[config.mk]
export PLATFORM = sky130hd
export DESIGN_NAME = dshot_encoder
export DESIGN_NICKNAME = d
export VERILOG_FILES = /design/src/rtl/dshot_encoder.sv
export SDC_FILE = /design/constraint.sdc
export NUM_CORES = 1
export LEC_CHECK = 0
export BUFFER_PORTS_ARGS = -buffer_cell sky130_fd_sc_hd__buf_2
export CAP_MARGIN = 20
export CORE_MARGIN = 2
export CORE_UTILIZATION = 55
export CTS_CLUSTER_SIZE = 10
export DETAILED_ROUTE_END_ITERATION = 16
export PLACE_DENSITY = 0.75
export SLEW_MARGIN = 20
export SYNTH_ARGS = -nofsm -noshare
export SYNTH_HDL_FRONTEND = slang
export SYNTH_SLANG_ARGS = --single-unit
[constraint.sdc]
create_clock -name clk -period 6.2 [get_ports clk]
set_input_delay 0.62 -clock clk [delete_from_list [all_inputs] [get_ports clk]]
set_output_delay 0.62 -clock clk [all_outputs]
set_load 0.02 [all_outputs]
[src/rtl/dshot_encoder.sv]
// DShot transmitter: latches {throttle, telemetry} plus a 4-bit CRC into a 16-bit
// frame and drives it MSB-first as pulse-width-coded bits on a registered pin.
module dshot_encoder #(
  parameter int BIT_CYCLES = 107,
  parameter int T1H_CYCLES = 80,
  parameter int T0H_CYCLES = 40,
  parameter int GAP_CYCLES = 32
) (
  input  logic        clk,
  input  logic        rst,
  input  logic        in_valid,
  output logic        in_ready,
  input  logic [10:0] throttle,
  input  logic        telemetry,
  output logic        dshot_out,
  output logic        busy,
  output logic        frame_done
);

  localparam int CW = (BIT_CYCLES > 1) ? $clog2(BIT_CYCLES) : 1;
  localparam int GW = (GAP_CYCLES > 1) ? $clog2(GAP_CYCLES) : 1;

  localparam logic [CW-1:0] BIT_LAST = CW'(BIT_CYCLES - 1);
  localparam logic [CW-1:0] T1H      = CW'(T1H_CYCLES);
  localparam logic [CW-1:0] T0H      = CW'(T0H_CYCLES);
  localparam logic [GW-1:0] GAP_LAST = GW'(GAP_CYCLES - 1);

  typedef enum logic [1:0] {
    IDLE,
    SEND,
    GAP
  } state_t;

  state_t         state_q, state_d;
  logic [15:0]    shift_q, shift_d;
  logic [3:0]     bit_q, bit_d;
  logic [CW-1:0]  cyc_q, cyc_d;
  logic [GW-1:0]  gap_q, gap_d;
  logic           out_d;
  logic           done_d;

  logic [11:0]    payload;
  logic [3:0]     crc;
  logic [15:0]    frame_word;

  assign payload    = {throttle, telemetry};
  assign crc        = payload[3:0] ^ payload[7:4] ^ payload[11:8];
  assign frame_word = {payload, crc};

  assign in_ready = (state_q == IDLE);
  assign busy     = (state_q != IDLE);

  always_comb begin
    state_d = state_q;
    shift_d = shift_q;
    bit_d   = bit_q;
    cyc_d   = cyc_q;
    gap_d   = gap_q;
    done_d  = 1'b0;
    case (state_q)
      IDLE: begin
        if (in_valid) begin
          state_d = SEND;
          shift_d = frame_word;
          bit_d   = '0;
          cyc_d   = '0;
        end
      end
      SEND: begin
        if (cyc_q == BIT_LAST) begin
          cyc_d   = '0;
          shift_d = {shift_q[14:0], 1'b0};
          bit_d   = bit_q + 4'd1;
          if (bit_q == 4'd15) begin
            state_d = GAP;
            gap_d   = '0;
            done_d  = 1'b1;
          end
        end else begin
          cyc_d = cyc_q + 1'b1;
        end
      end
      GAP: begin
        if (gap_q == GAP_LAST) begin
          state_d = IDLE;
        end else begin
          gap_d = gap_q + 1'b1;
        end
      end
      default: state_d = IDLE;
    endcase
    // Line level is computed from next-cycle state so the pin flop leads by zero cycles.
    out_d = (state_d == SEND) && (cyc_d < (shift_d[15] ? T1H : T0H));
  end

  always_ff @(posedge clk) begin
    if (rst) begin
      state_q    <= IDLE;
      shift_q    <= '0;
      bit_q      <= '0;
      cyc_q      <= '0;
      gap_q      <= '0;
      dshot_out  <= 1'b0;
      frame_done <= 1'b0;
    end else begin
      state_q    <= state_d;
      shift_q    <= shift_d;
      bit_q      <= bit_d;
      cyc_q      <= cyc_d;
      gap_q      <= gap_d;
      dshot_out  <= out_d;
      frame_done <= done_d;
    end
  end

endmodule

==> results.yml <==
route:
  vias: 1451
  drt-vias-per-instance: 5.58
  routed-wl-met3_um: 137
  max_used_layer: "met4"
  drt_pre_antenna_iters: 4
  antenna_left: 0
  dr_wl_met2_mm: 1.85
  initialDrtViolationCount: 101
  met1Wirelength_mm: 1.66
  drcViolationCount: 0
  detail_route.wirelength_mm: 3.71
  routed_wire_length_per_instance_um: 14.3
critical_path:
  worst_setup_path_end_kind: "flop"
  crit_start: "cyc_q[0]$_SDFFE_PP0P_"
  timing.rr.start: "cyc_q[0]$_SDFFE_PP0P_"
  critical_path.cell_chain: "inv_1, ha_1, and2_1, a31oi_4, a221oi_4, ha_1, nand2_1, o311a_1"
  critical_path.most_common_cell: "ha_1"
  worstPathRequired_ps: 6450
  crit_path_start_kind: "flop"
  cp_slowest_stage_delay_ps: 460
  critPathMaxFanout: 16
  criticalPathCategory: "flop to flop"
  critPathArrivalTime_ps: 2570
  worst_path_max_delay_cell: "a31oi_4"
timing:
  skew_ps: 4.67
  hold_ws_ps: 460
  final_period_minus_worst_setup_slack_ps: 2320
  rsz0062_at_grt: "false"
  max_freq_ghz: 0.431
  final.setup.tns_ps: 0
  finish_stage_setup_viols: 0
  tightestPinTransition_ps: 597
  max-slew-margin-rel_pct: 60.2
  min_period_over_period_pct: 37.4
  final_max_slew_viol_count: 0
  hold_violations: 0
cells_and_area:
  antenna-diode-count: 0
  nFillCells: 271
  post_route_cells_drive_above_1_share_pct: 19.0
  final_cell_area_sq_um: 1960
  final_util_pct: 64.2
  synthToLayoutAreaGrowth_pct: 11.6
  count_of_nets_after_finishing: 238
grt:
  globalRoute.totalOverflow: 0
  grt_max_degree: 35
  grt_pass1_wl_mm: 6.22
  grt_pass1_vias: 1398
  initial_antenna_violation_count: 0
  grt_util_all_layers_pct: 23.1
die:
  row_count: 20
  fp.dieW_um: 60.5
  design.die.area_sq_um: 3660
  design.core.area_sq_um: 3050
  ios: 19
  die_h_um: 60.5
  start_util_pct: 57.5
clocking:
  cts.hold.buffers_added: 0
  cts_tree: "done"
  htree_num_levels: 2
  tritoncts_num_sinks: 36
  numCtsBuffers: 5
  ctsRootBufferMaster: "clkbuf_4"
  max-clock-path-buffers: 2
  cts-resized-gates: 0
  clk_transition_reported_paths_ps: 120
  clock_latency_ps: 350
  postCtsSetupRepairBufs: 0
synthesis:
  avgSynthCellArea_sq_um: 8.92
  async_flop_share_pct: 0
  synth.yosys.warnings: 0
  postSynthRegisterBits: 36
  synth_edf_count: 0
  synthFlopType: "dfxtp_1"
  synth.distinct_cells: 43
  syn_inst: 197
  synthesis.nets: 220
  syn-cell-area_sq_um: 1760
  sequential_fraction_of_the_synthesis_area_pct: 41.0
hold_path:
  holdCritStartpoint: "shift_q[3]$_SDFFE_PP0P_"
  hold_class: "flop to flop"
power:
  power.leakage_nw: 0.771
  power_mw: 0.472
  max-vdd-ir-drop_uv: 145
  power_density_nw_per_um2: 241
placement:
  port_bufs: 18
  globalplace.congestion: 0.809
  post_placement_cell_area_sq_um: 1880
  post-dp-hpwl_mm: 2.65
status:
  result_of_the_run: "complete, no violations"
job:
  max_cap_viols: 0
[sequential cells by signal, indices dropped and copies added, names as in the netlist]
signal / cells
shift_q: 16
cyc_q: 7
gap_q: 5
frame_done: 1
state_q: 2
dshot_out: 1
bit_q: 4
[layout by cell type (no fill, tap or decap), types with 3 or more instances in the layout]
cell type and instances:
nand2_1 23, buf_2 18, and3_1 5, a21oi_1 24, a22oi_1 16, clkbuf_4 5
nor2b_1 4, nor2_1 19, ha_1 8, dfxtp_1 36, o21ai_1 4, xor2_1 3
xnor2_1 8
[path summary, 6_finish.rpt]
kind	endpoint	slack [ps]	cells after the start
worst max register to register	dshot_out$_SDFF_PP0_	3880	8
worst min-delay path	shift_q[3]$_SDFFE_PP0P_	460	2
worst min register to register	shift_q[3]$_SDFFE_PP0P_	460	2
worst max-delay path	dshot_out$_SDFF_PP0_	3880	8
[where the power goes]
group          total, mW  leakage (nW)  switching, mW  internal [mW]
combinational     0.0520         0.436         0.0302         0.0218
clock              0.175        0.0418         0.0890         0.0861
sequential         0.245         0.293        0.00556          0.240
total              0.472         0.771          0.125          0.347
[per-stage QoR]
| step | instances | worst slack (ps) |
|---|---|---|
| after CTS | 260 | 3870 |
| after detailed placement | 252 | 3680 |
| after global placement | 252 | 3750 |
| final | 260 | 3880 |
| after floorplan | 197 | 4130 |
| after global routing | 260 | 3720 |
[cell type report]
class	count	area (sq um)	share of cell area, %
clock inverter	3	46.3	2.36
sequential	36	721	36.8
inverter	3	11.3	0.574
multi-input combinational	149	985	50.2
clock buffer	5	37.5	1.91
tap	44	55.1	2.81
timing repair buffer	20	105	5.36
[cells in the mapped netlist, types with 3 or more instances]
cell	number	share of area, %
dfxtp_1	36	41
a21oi_1	24	6.8
nand2_1	23	4.9
nor2_1	19	4.1
a22oi_1	16	6.8
ha_1	8	5.7
xnor2_1	8	4.0
and3_1	5	1.8
clkbuf_1	5	1.1
nor2b_1	4	1.4
o21ai_1	4	1.1
xor2_1	3	1.5
[logic make-up (layout without fill, tap and decap cells)]
family / count (synthesis) / count (layout) / synth area share (%)
AND/OR/NAND/NOR: 73 / 73 / 21.9
AO/OA/AOI/OAI: 55 / 55 / 21.9
flip-flops: 36 / 36 / 41.0
buffers and inverters: 12 / 31 / 2.92
XOR/XNOR: 11 / 11 / 5.48
adder cells (fa/ha/maj): 8 / 8 / 5.70
multiplexers: 2 / 2 / 1.14
[metal layers]
layer	vias up	track usage, %
met5	-	0
met4	0	8.39
met3	7	7.46
met2	25	37.9
met1	684	28.5
li1	735	-
[critical path, delay by kind of cell (launching register included)]
family,cells,cell delay (ps)
adder cells (fa/ha/maj),2,540
AND/OR/NAND/NOR,2,260
flip-flops,1,410
buffers and inverters,1,60
AO/OA/AOI/OAI,3,950
Note: power is estimated with default switching activity, not from simulation.
